## config.mk

```make
export PLATFORM = sky130hd
export DESIGN_NAME = stack_sequencer
export DESIGN_NICKNAME = d
export VERILOG_FILES = /design/src/rtl/stack_pkg.sv /design/src/rtl/stack_sequencer.sv
export SDC_FILE = /design/constraint.sdc
export NUM_CORES = 1
export LEC_CHECK = 0
export ABC_AREA = 1
export BUFFER_PORTS_ARGS = -buffer_cell sky130_fd_sc_hd__buf_2
export CAP_MARGIN = 40
export CORE_ASPECT_RATIO = 2
export CORE_UTILIZATION = 50
export DETAILED_ROUTE_END_ITERATION = 6
export PLACE_DENSITY = 0.76
export SYNTH_ARGS = -nofsm -noshare
export SYNTH_HDL_FRONTEND = slang
export SYNTH_SLANG_ARGS = --single-unit
```

## constraint.sdc

```tcl
create_clock -name clk -period 2.1 [get_ports clk]
set_input_delay 0.315 -clock clk [delete_from_list [all_inputs] [get_ports clk]]
set_output_delay 0.315 -clock clk [all_outputs]
set_load 0.1 [all_outputs]
```

## src/rtl/stack_pkg.sv

```systemverilog
// Shared opcode, FSM state and stack-step encodings for the stack sequencer
// and the CPU decoder that drives it.
package stack_pkg;

    // Command opcodes
    localparam logic [2:0] OP_NOP     = 3'd0;
    localparam logic [2:0] OP_PUSH    = 3'd1;
    localparam logic [2:0] OP_POP     = 3'd2;
    localparam logic [2:0] OP_PEEK    = 3'd3;
    localparam logic [2:0] OP_REPLACE = 3'd4;
    localparam logic [2:0] OP_DUP     = 3'd5;
    localparam logic [2:0] OP_SWAP    = 3'd6;
    localparam logic [2:0] OP_DROP2   = 3'd7;

    // Sequencer FSM state encodings
    localparam logic [2:0] ST_IDLE        = 3'd0;
    localparam logic [2:0] ST_SETTLE      = 3'd1;
    localparam logic [2:0] ST_CAPT        = 3'd2;
    localparam logic [2:0] ST_SWAP_POP    = 3'd3;
    localparam logic [2:0] ST_SWAP_SETTLE = 3'd4;
    localparam logic [2:0] ST_SWAP_REP    = 3'd5;
    localparam logic [2:0] ST_SWAP_PUSH   = 3'd6;
    localparam logic [2:0] ST_RSP         = 3'd7;

    // Stack pointer step encodings
    localparam logic [1:0] DELTA_HOLD = 2'b00;
    localparam logic [1:0] DELTA_INC  = 2'b01;
    localparam logic [1:0] DELTA_DEC  = 2'b11;
    localparam logic [1:0] DELTA_DEC2 = 2'b10;

endpackage

```

## src/rtl/stack_sequencer.sv

```systemverilog
// Command sequencer for a RAM-backed hardware stack. Turns stack opcodes
// into pointer steps/writes, honours the one-cycle read settling rule of
// the stack RAM and returns POP/PEEK results through a response handshake.
module stack_sequencer
    import stack_pkg::*;
#(
    parameter int unsigned WIDTH      = 16,
    parameter int unsigned DEPTH      = 512,
    localparam int unsigned ADDR_WIDTH = $clog2(DEPTH)
)(
    input  logic                  clk,
    input  logic                  rst,
    input  logic                  cmd_valid,
    output logic                  cmd_ready,
    input  logic [2:0]            cmd_op,
    input  logic [WIDTH-1:0]      cmd_data,
    output logic                  rsp_valid,
    input  logic                  rsp_ready,
    output logic [WIDTH-1:0]      rsp_data,
    output logic                  rsp_err,
    output logic [1:0]            stk_delta,
    output logic                  stk_we,
    output logic [WIDTH-1:0]      stk_wd,
    input  logic [WIDTH-1:0]      stk_rd,
    output logic [ADDR_WIDTH:0]   depth,
    output logic                  overflow,
    output logic                  underflow,
    output logic                  busy
);

    localparam logic [ADDR_WIDTH:0] MAX_FILL = (ADDR_WIDTH+1)'(DEPTH - 1);
    localparam logic [ADDR_WIDTH:0] D_ONE    = (ADDR_WIDTH+1)'(1);
    localparam logic [ADDR_WIDTH:0] D_TWO    = (ADDR_WIDTH+1)'(2);

    logic [2:0]          r_state;
    logic [2:0]          r_op;
    logic [ADDR_WIDTH:0] r_depth;
    logic                r_quiet;
    logic [WIDTH-1:0]    r_a;
    logic [WIDTH-1:0]    r_b;
    logic                r_ovf;
    logic                r_unf;
    logic [WIDTH-1:0]    r_rsp_data;
    logic                r_rsp_err;

    logic [2:0]          w_next;
    logic [2:0]          w_op;
    logic [ADDR_WIDTH:0] w_depth_nx;
    logic                w_accept;
    logic                w_exec;
    logic                w_ovf_set;
    logic                w_unf_set;
    logic                w_cap_a;
    logic                w_cap_b;
    logic                w_rsp_load;
    logic                w_rsp_err;
    logic [WIDTH-1:0]    w_rsp_data;
    logic [1:0]          w_delta;
    logic                w_we;
    logic [WIDTH-1:0]    w_wd;

    assign w_accept  = cmd_valid && (r_state == ST_IDLE) && !rst;
    // In IDLE the opcode comes straight off the command port; later states use the latched copy.
    assign w_op      = (r_state == ST_IDLE) ? cmd_op : r_op;

    assign cmd_ready = (r_state == ST_IDLE);
    assign busy      = (r_state != ST_IDLE);
    assign rsp_valid = (r_state == ST_RSP);
    assign rsp_data  = r_rsp_data;
    assign rsp_err   = r_rsp_err;
    assign depth     = r_depth;
    assign overflow  = r_ovf;
    assign underflow = r_unf;
    assign stk_delta = w_delta;
    assign stk_we    = w_we;
    assign stk_wd    = w_wd;

    // Next-state, stack step and bookkeeping decode for the current cycle.
    always_comb begin
        w_next     = r_state;
        w_depth_nx = r_depth;
        w_delta    = DELTA_HOLD;
        w_we       = 1'b0;
        w_wd       = '0;
        w_exec     = 1'b0;
        w_ovf_set  = 1'b0;
        w_unf_set  = 1'b0;
        w_cap_a    = 1'b0;
        w_cap_b    = 1'b0;
        w_rsp_load = 1'b0;
        w_rsp_err  = 1'b0;
        w_rsp_data = '0;

        case (r_state)
            ST_IDLE: begin
                if (w_accept) begin
                    case (cmd_op)
                        OP_PUSH: begin
                            if (r_depth == MAX_FILL) begin
                                w_ovf_set = 1'b1;
                            end else begin
                                w_delta    = DELTA_INC;
                                w_we       = 1'b1;
                                w_wd       = cmd_data;
                                w_depth_nx = r_depth + D_ONE;
                            end
                        end
                        OP_REPLACE: begin
                            w_we = 1'b1;
                            w_wd = cmd_data;
                        end
                        OP_DROP2: begin
                            if (r_depth < D_TWO) begin
                                w_unf_set = 1'b1;
                            end else begin
                                w_delta    = DELTA_DEC2;
                                w_depth_nx = r_depth - D_TWO;
                            end
                        end
                        OP_POP, OP_PEEK: begin
                            if (r_depth == '0) begin
                                w_unf_set  = 1'b1;
                                w_rsp_load = 1'b1;
                                w_rsp_err  = 1'b1;
                                w_next     = ST_RSP;
                            end else if (r_quiet) begin
                                w_exec = 1'b1;
                            end else begin
                                w_next = ST_SETTLE;
                            end
                        end
                        OP_DUP: begin
                            if (r_depth == '0) begin
                                w_unf_set = 1'b1;
                            end else if (r_depth == MAX_FILL) begin
                                w_ovf_set = 1'b1;
                            end else if (r_quiet) begin
                                w_exec = 1'b1;
                            end else begin
                                w_next = ST_SETTLE;
                            end
                        end
                        OP_SWAP: begin
                            if (r_depth < D_TWO) begin
                                w_unf_set = 1'b1;
                            end else if (r_quiet) begin
                                w_exec = 1'b1;
                            end else begin
                                w_next = ST_SETTLE;
                            end
                        end
                        default: ;
                    endcase
                end
            end
            ST_SETTLE:      w_next = ST_CAPT;
            ST_CAPT:        w_exec = 1'b1;
            ST_SWAP_POP: begin
                w_delta    = DELTA_DEC;
                w_depth_nx = r_depth - D_ONE;
                w_next     = ST_SWAP_SETTLE;
            end
            ST_SWAP_SETTLE: w_next = ST_SWAP_REP;
            ST_SWAP_REP: begin
                w_cap_b = 1'b1;
                w_we    = 1'b1;
                w_wd    = r_a;
                w_next  = ST_SWAP_PUSH;
            end
            ST_SWAP_PUSH: begin
                w_delta    = DELTA_INC;
                w_we       = 1'b1;
                w_wd       = r_b;
                w_depth_nx = r_depth + D_ONE;
                w_next     = ST_IDLE;
            end
            ST_RSP: begin
                if (rsp_ready) w_next = ST_IDLE;
            end
            default:        w_next = ST_IDLE;
        endcase

        // TOS-consuming ops share one action path, entered either directly
        // from IDLE when stk_rd is already valid or from CAPT after SETTLE.
        if (w_exec) begin
            case (w_op)
                OP_POP: begin
                    w_delta    = DELTA_DEC;
                    w_depth_nx = r_depth - D_ONE;
                    w_rsp_load = 1'b1;
                    w_rsp_data = stk_rd;
                    w_next     = ST_RSP;
                end
                OP_PEEK: begin
                    w_rsp_load = 1'b1;
                    w_rsp_data = stk_rd;
                    w_next     = ST_RSP;
                end
                OP_DUP: begin
                    w_delta    = DELTA_INC;
                    w_we       = 1'b1;
                    w_wd       = stk_rd;
                    w_depth_nx = r_depth + D_ONE;
                    w_next     = ST_IDLE;
                end
                OP_SWAP: begin
                    w_cap_a = 1'b1;
                    w_next  = ST_SWAP_POP;
                end
                default:   w_next = ST_IDLE;
            endcase
        end

        // Reset abandons any step in flight so the stack sees no movement.
        if (rst) begin
            w_delta = DELTA_HOLD;
            w_we    = 1'b0;
            w_wd    = '0;
        end
    end

    // State, depth, sticky flags, captured operands and response registers.
    always_ff @(posedge clk) begin
        if (rst) begin
            r_state    <= ST_IDLE;
            r_op       <= OP_NOP;
            r_depth    <= '0;
            r_quiet    <= 1'b1;
            r_a        <= '0;
            r_b        <= '0;
            r_ovf      <= 1'b0;
            r_unf      <= 1'b0;
            r_rsp_data <= '0;
            r_rsp_err  <= 1'b0;
        end else begin
            r_state <= w_next;
            r_depth <= w_depth_nx;
            r_quiet <= (w_delta == DELTA_HOLD) && !w_we;
            if (w_accept)   r_op  <= cmd_op;
            if (w_cap_a)    r_a   <= stk_rd;
            if (w_cap_b)    r_b   <= stk_rd;
            if (w_ovf_set)  r_ovf <= 1'b1;
            if (w_unf_set)  r_unf <= 1'b1;
            if (w_rsp_load) begin
                r_rsp_data <= w_rsp_data;
                r_rsp_err  <= w_rsp_err;
            end
        end
    end

endmodule

```

==> run metrics, run 1 <==
Setup TNS Final=-14.43 ns; worst hold path endpoint=rsp_data[12]; Arr. time, crit path=2.38 ns; Data required, critical path=1.78 ns; Logic pwr share=0.663; final wirelength=24,000 µm; sequential power share=0.167; worst setup margin=-0.597 ns; nature of the critical path endpoint=output port; Yosys warning count=0; cell count after placement=994; std cell rows=49; Core Area=9010 µm²; die area=9740 µm²; Ant. Diodes=0; Buffers on Ports=89; Pint=4.89 mW; Post-Synthesis Mean Instance Area=6.30 µm²; Cell Pwr Density=1390 nW/µm²; Post-DP HPWL=13,900 µm; RSZ-0062 raised after global routing=yes; clk slew on worst S/H paths=0.06 ns; top cells by area, synth=dfxtp_1 29%, nand2_1 13%, o21ai_0 8.7%; Worst Setup SP=r_state[0]; CTS max path bufs=2; grt total ovfl=0; Die Y=139 µm; Post-Layout Cell Count=1,028; Clock Skew=0.0122 ns; ys async rst share=0; DR WL/cell=23.3 µm; CTS root buf=clkbuf_16; Via density=6.43; Worst path max stage delay=0.34 ns; CTS Buf Count=9; Worst Hold Class=in2reg; CTS Sinks=68; clock share of power=0.170; Syn Nets=784; Tcrit/Tclk final=1.28; Reg-to-Reg End=r_a[14]; setup violators final=66; share of layout cells above drive strength 1=0.406; Hold Path Stages=3; ys flop type=dfxtp_1; worst vdd ir=0.909 mV; number of antenna violations at the first check in global routing=0; Worst path slowest cell=dfxtp_2; Slew Viols, Final=0; WS Path Type=reg2out; CTS tree=yes; GPL Wtd Cong=1.04; pin count of the biggest net entering global routing=39; synthesis-stage register bit count=68; overall global routing resource usage=0.431; Worst Min Path Start=stk_rd[12]; switching pwr=5.33 mW; Synth top area share=0.292; r2r setup slk=-0.18 ns; Slew HR=0.644; Yosys top cell by area=dfxtp_1; Fmax achieved=371 MHz; area grow syn2layout=57.8%; register area share after synthesis=0.292; vias in the first global route=6,270; maxcap violations=0; Clock Latency Late Sink=0.35 ns; overall power=10.2 mW; Post-synth EDFFs=0; dpl ws=-0.178 ns; Period minus WS final=2.70 ns; vias post-DR=6,609; NumNets Final=965; Iteration-0 DRC Markers=867; CP Launch Type=flip-flop; failing checks=design-rule violations, negative setup slack; outcome=finished, violations left; TritonRoute pass-1 iters=7; reg2reg start=r_state[0]; sw frac=0.522; Netlist cell types=37; I/O pin cnt=90; Die X=70.3 µm; Netlist Area Pre-Place=4660 µm²; worst-case reg-to-reg path depth=10; worst-margin pin slew=0.532 ns; residual DRC count=3; P_leak=3.22 nW; Starting Density=0.517; Post-DRT Antenna Nets=0; H-Tree Depth=3; first-pass GRT wire length=32,300 µm; worst path cell trace=nor2_4 -> nand2_4 -> nand2_4 -> o21ai_4 -> nor2_4 -> nand2_2 -> inv_4 -> nand2_8 -> buf_12 -> o21ai_1 -> a21oi_4 -> buf_12; Synth Instances=740; critical path fanouts, max=9; Final Hold Viols=0
## power groups by stage
stage                     registers, mW  clock network, mW  logic (mW)
final                              1.70               1.74        6.77
after global routing               1.71               1.77        7.08
after CTS                          1.67               1.70        5.94
after detailed placement           1.70                  0        5.63
after global placement             1.69                  0        5.52
after floorplan                    2.34                  0        3.16
## placed cells by master (no fill, tap or decap), types with 4 or more instances in the layout
master     Yosys  routed
nand2_1      163     154
buf_4         10      93
nor2_1        83      80
buf_2          8      69
nand3_1       69      63
inv_1         67      61
dfxtp_1       68      55
o21ai_0       81      46
a21oi_1       76      39
a21oi_2        9      26
buf_12         1      24
a21oi_4        0      20
o21ai_1        3      19
o21ai_2        0      16
nand3_2       12      16
nor2_4         5      10
nand2_2       11      10
inv_2          9      10
dfxtp_4        0      10
buf_8          0      10
clkbuf_16      0       9
buf_6          5       9
nand2_4        1       8
xor2_1         7       7
nand2_8        1       5
o211ai_1       5       5
nand3b_1       5       5
nor2_2         6       4
inv_4          0       4
## logic make-up after synthesis
| family | Yosys count | synth area share |
|---|---|---|
| flip-flops | 68 | 0.292 |
| adder cells (fa/ha/maj) | 5 | 0.0134 |
| buffers and inverters | 115 | 0.116 |
| XOR/XNOR | 8 | 0.0150 |
| AND/OR/NAND/NOR | 363 | 0.357 |
| AO/OA/AOI/OAI | 181 | 0.207 |
## critical path, delay by kind of cell (launching register included)
family                 cells  cell delay (ns)
AND/OR/NAND/NOR            6             0.79
AO/OA/AOI/OAI              3             0.43
buffers and inverters      3             0.45
flip-flops                 1             0.34
## routing by layer
layer | vias to the layer above | share of wire | track usage
met4 | 0 | 0.11 | 0.332
li1 | 2788 | - | -
met5 | - | 0 | 0
met1 | 2942 | 0.31 | 0.414
met2 | 616 | 0.49 | 0.787
met3 | 263 | 0.086 | 0.0683
## cell usage after synthesis, types with 2 or more instances
cell,number
clkinv_1,2
nor2_4,5
xor2_1,7
inv_2,9
dfxtp_1,68
nand3_2,12
nand2_1,163
nand4_1,2
o21ai_0,81
o22ai_1,3
buf_2,8
clkbuf_1,12
nand3b_1,5
ha_1,5
nand3_1,69
o211ai_1,5
a21oi_2,9
nor2_2,6
buf_6,5
buf_4,10
nor3_1,2
a21oi_1,76
o21ai_1,3
inv_1,67
nand2_2,11
a31oi_1,2
nor2_1,83
## cell type report
cell class	instances	area [µm²]
fillers	524	1650
repair buffers	206	1800
clock buffers	10	239
flip-flops and latches	68	1400
clock inverters	6	92.6
multi-input cells	558	3380
well taps	102	128
inverters	78	313
## worst max path at each step
| stage | end |
|---|---|
| floorplan | stk_wd[10] |
| global placement | stk_wd[0] |
| detailed placement | stk_wd[5] |
| CTS | stk_wd[7] |
| global route | stk_wd[6] |
| finish | stk_wd[6] |
## registers in the layout, indices dropped and copies added (netlist names)
register,flops
underflow,1
rsp_err,1
r_op,3
r_a,16
rsp_data,16
depth,10
r_b,16
overflow,1
r_state,3
r_quiet,1
## through the flow
step                      area [µm²]  hold slack [ns]  utilization
final                           7360            0.274        0.817
after global routing            7360            0.284        0.817
after CTS                       7030            0.279        0.780
after detailed placement        6400            0.440        0.711
after global placement          6400            0.433        0.711
after floorplan                 5060            0.420            -
## what timing repair did
item	4_1_cts	5_1_grt
pin swaps	7	14
endpoints found under the setup margin	41	67
hold buffers	0	0
buffers inserted	7	8
cloned	2	1
resized for setup	61	79
Power figures use the tool's default switching activity.
==> run 2, diff against run 1 <==
clock period = 2.3 ns   (was 2.1 ns; I/O delays follow)
==> run 2 against run 1 <==
  * The run ends with negative setup slack left
  * Clock skew fell by 0.0046 ns
  * Die area did not move
  * Wire length fell by 18%
  * Combinational power fell by 19%
  * Via count fell by 11%
  * Sequential cell count did not move
  * Critical path depth did not move
  * Worst setup slack improved by 0.33 ns
  * First-iteration DRC count fell by 59%
  * Final cell count fell by 3.1%
  * Clock power fell by 17%
  * Critical endpoint is now stk_we
  * Largest cell class unchanged
  * Highest routed layer unchanged
==> run metrics, run 2 (same netlist as run 1, synthesis figures left out) <==
cts hold-fix bufs=0 (unchanged); Clock Latency Late Sink=0.33 ns (-0.02 ns); NumNets Final=933 (-3.3%); CTS tree=yes; failing checks=negative setup slack; area grow syn2layout=46.7%; Die X=70.3 µm (unchanged); Core Area=9010 µm² (unchanged); met1 global-route usage=0.346 (-0.0680); reg2reg start=r_state[2]; cell family with most CP delay=simple AND/OR/NAND/NOR gates; residual DRC count=0 (-3); Reg-to-Reg End=r_a[2]; Setup TNS Final=-4.46 ns (+9.97 ns); global routing usage on met3=0.0807 (+0.0124); Post-DP HPWL=13,700 µm (-0.94%); H-Tree Depth=3 (unchanged); Slew HR=0.663 (+0.0195); filler cell count=673 (+28%); commonest non-fill, non-tap cell in the layout=nand2_1; vias in the first global route=6,027 (-3.9%); CTS root buf=clkbuf_16; Hold Path Stages=2 (-1); Period minus WS final=2.57 ns; Slew Viols, Final=0 (unchanged); dpl ws=-0.0510 ns (+0.127 ns); P_leak=3.03 nW (-6.0%); Worst Min Path Start=cmd_op[1]; met2 GRT Util=0.747 (-0.0401); Tcrit/Tclk final=1.12; Via density=5.92 (-8.0%); CP Launch Type=flip-flop; vias post-DR=5,893 (-11%); most frequent cells in the layout=158 x nand2_1, 83 x nor2_1, 70 x buf_2, 68 x nand3_1, 67 x buf_4; maxcap violations=0 (unchanged); outcome=finished, violations left; worst-case reg-to-reg path depth=14 (+4); final wirelength=19,600 µm (-18%); Worst path max stage delay=0.33 ns (about the same); worst path cell trace=nor2_4 -> nand3_2 -> nor2_4 -> nand2_2 -> nor3_2 -> nand2_2 -> nand2_4 -> nand2_8 -> buf_12 -> buf_6 -> a21oi_4 -> buf_12; overall global routing resource usage=0.397 (-0.0337); r2r setup slk=0.07 ns (+0.25 ns); TritonRoute pass-1 iters=5 (-2); Arr. time, crit path=2.23 ns (-0.15 ns); Ant. Diodes=0 (unchanged); setup violators final=19 (-71%); die area=9740 µm² (unchanged); overall power=8.48 mW (-17%); Worst Hold Class=in2reg; CTS max path bufs=2 (unchanged); busiest grt layer=met2; DR WL/cell=19.7 µm (-16%); worst vdd ir=0.703 mV (-23%); Cell Pwr Density=1240 nW/µm² (-11%); share of layout cells above drive strength 1=0.337 (-0.0694); number of antenna violations at the first check in global routing=0 (unchanged); nature of the critical path endpoint=output port; std cell rows=49 (unchanged); Worst path slowest cell=dfxtp_2; Buffers on Ports=89 (unchanged); Clock Skew=0.00758 ns (-0.00459 ns); Final Hold Viols=0 (unchanged); first-pass GRT wire length=29,900 µm (-7.5%); Data required, critical path=1.96 ns (+0.18 ns); pin count of the biggest net entering global routing=49 (+26%); worst-margin pin slew=0.509 ns (-0.0239 ns); Post-DRT Antenna Nets=0 (unchanged); WS Path Type=reg2out; grt total ovfl=0 (unchanged); worst setup margin=-0.271 ns (+0.326 ns); Iteration-0 DRC Markers=355 (-59%); Die Y=139 µm (unchanged); Fmax achieved=389 MHz; RSZ-0062 raised after global routing=yes; CTS Buf Count=9 (unchanged); clk slew on worst S/H paths=0.06 ns (about the same); Starting Density=0.517 (unchanged); CTS Sinks=68 (unchanged); GPL Wtd Cong=1.01 (-3.1%); combined buffer and inverter count along the critical path=3 (unchanged); worst hold path endpoint=overflow; I/O pin cnt=90 (unchanged); critical path fanouts, max=6 (-3)
run 2: power breakdown:
| part | internal (mW) | total (mW) | switching (mW) |
|---|---|---|---|
| clock network | 0.907 | 1.44 | 0.530 |
| logic | 1.79 | 5.48 | 3.69 |
| registers | 1.39 | 1.57 | 0.176 |
| total | 4.08 | 8.48 | 4.40 |
run 2: layout make-up:
class | count | area (µm²) | area share
multi-input combinational | 557 | 3140 | 0.459
timing repair buffer | 175 | 1560 | 0.228
sequential | 68 | 1400 | 0.205
inverter | 78 | 303 | 0.0443
clock buffer | 11 | 254 | 0.0371
tap | 102 | 128 | 0.0187
clock inverter | 5 | 57.6 | 0.00841
run 2: per-stage QoR:
stage | instance area (µm²) | instances | utilization | hold WS, ns
2_1_floorplan | 5040 | 740 | - | 0.425
3_3_place_gp | 6150 | 955 | 0.682 | 0.433
3_5_place_dp | 6150 | 955 | 0.682 | 0.445
4_1_cts | 6680 | 986 | 0.741 | 0.264
5_1_grt | 6840 | 996 | 0.759 | 0.303
6_report | 6840 | 996 | 0.759 | 0.285
run 2: worst max path at each step:
stage	from	to	slack, ns	cells after the start
4_1_cts	depth[1]	stk_wd[10]	-0.27	14
5_1_grt	r_state[2]	stk_wd[4]	-0.33	12
6_report	r_state[2]	stk_we	-0.27	12
3_5_place_dp	depth[1]	stk_wd[0]	-0.05	14
3_3_place_gp	depth[1]	stk_wd[2]	0.02	14
2_1_floorplan	depth[1]	stk_wd[10]	-0.30	12
run 2: per-layer routing:
layer | vias up | wire (µm)
met1 | 2763 | 6070
met3 | 107 | 1010
met2 | 300 | 10800
li1 | 2723 | -
met5 | - | 0
met4 | 0 | 1700
run 2: repair_timing:
action | CTS | global route
pin swaps | 2 | 4
cloned | 2 | 1
setup buffers | 14 | 9
gates resized for setup | 21 | 21
hold endpoints to repair | 0 | 0
setup endpoints to repair | 19 | 35
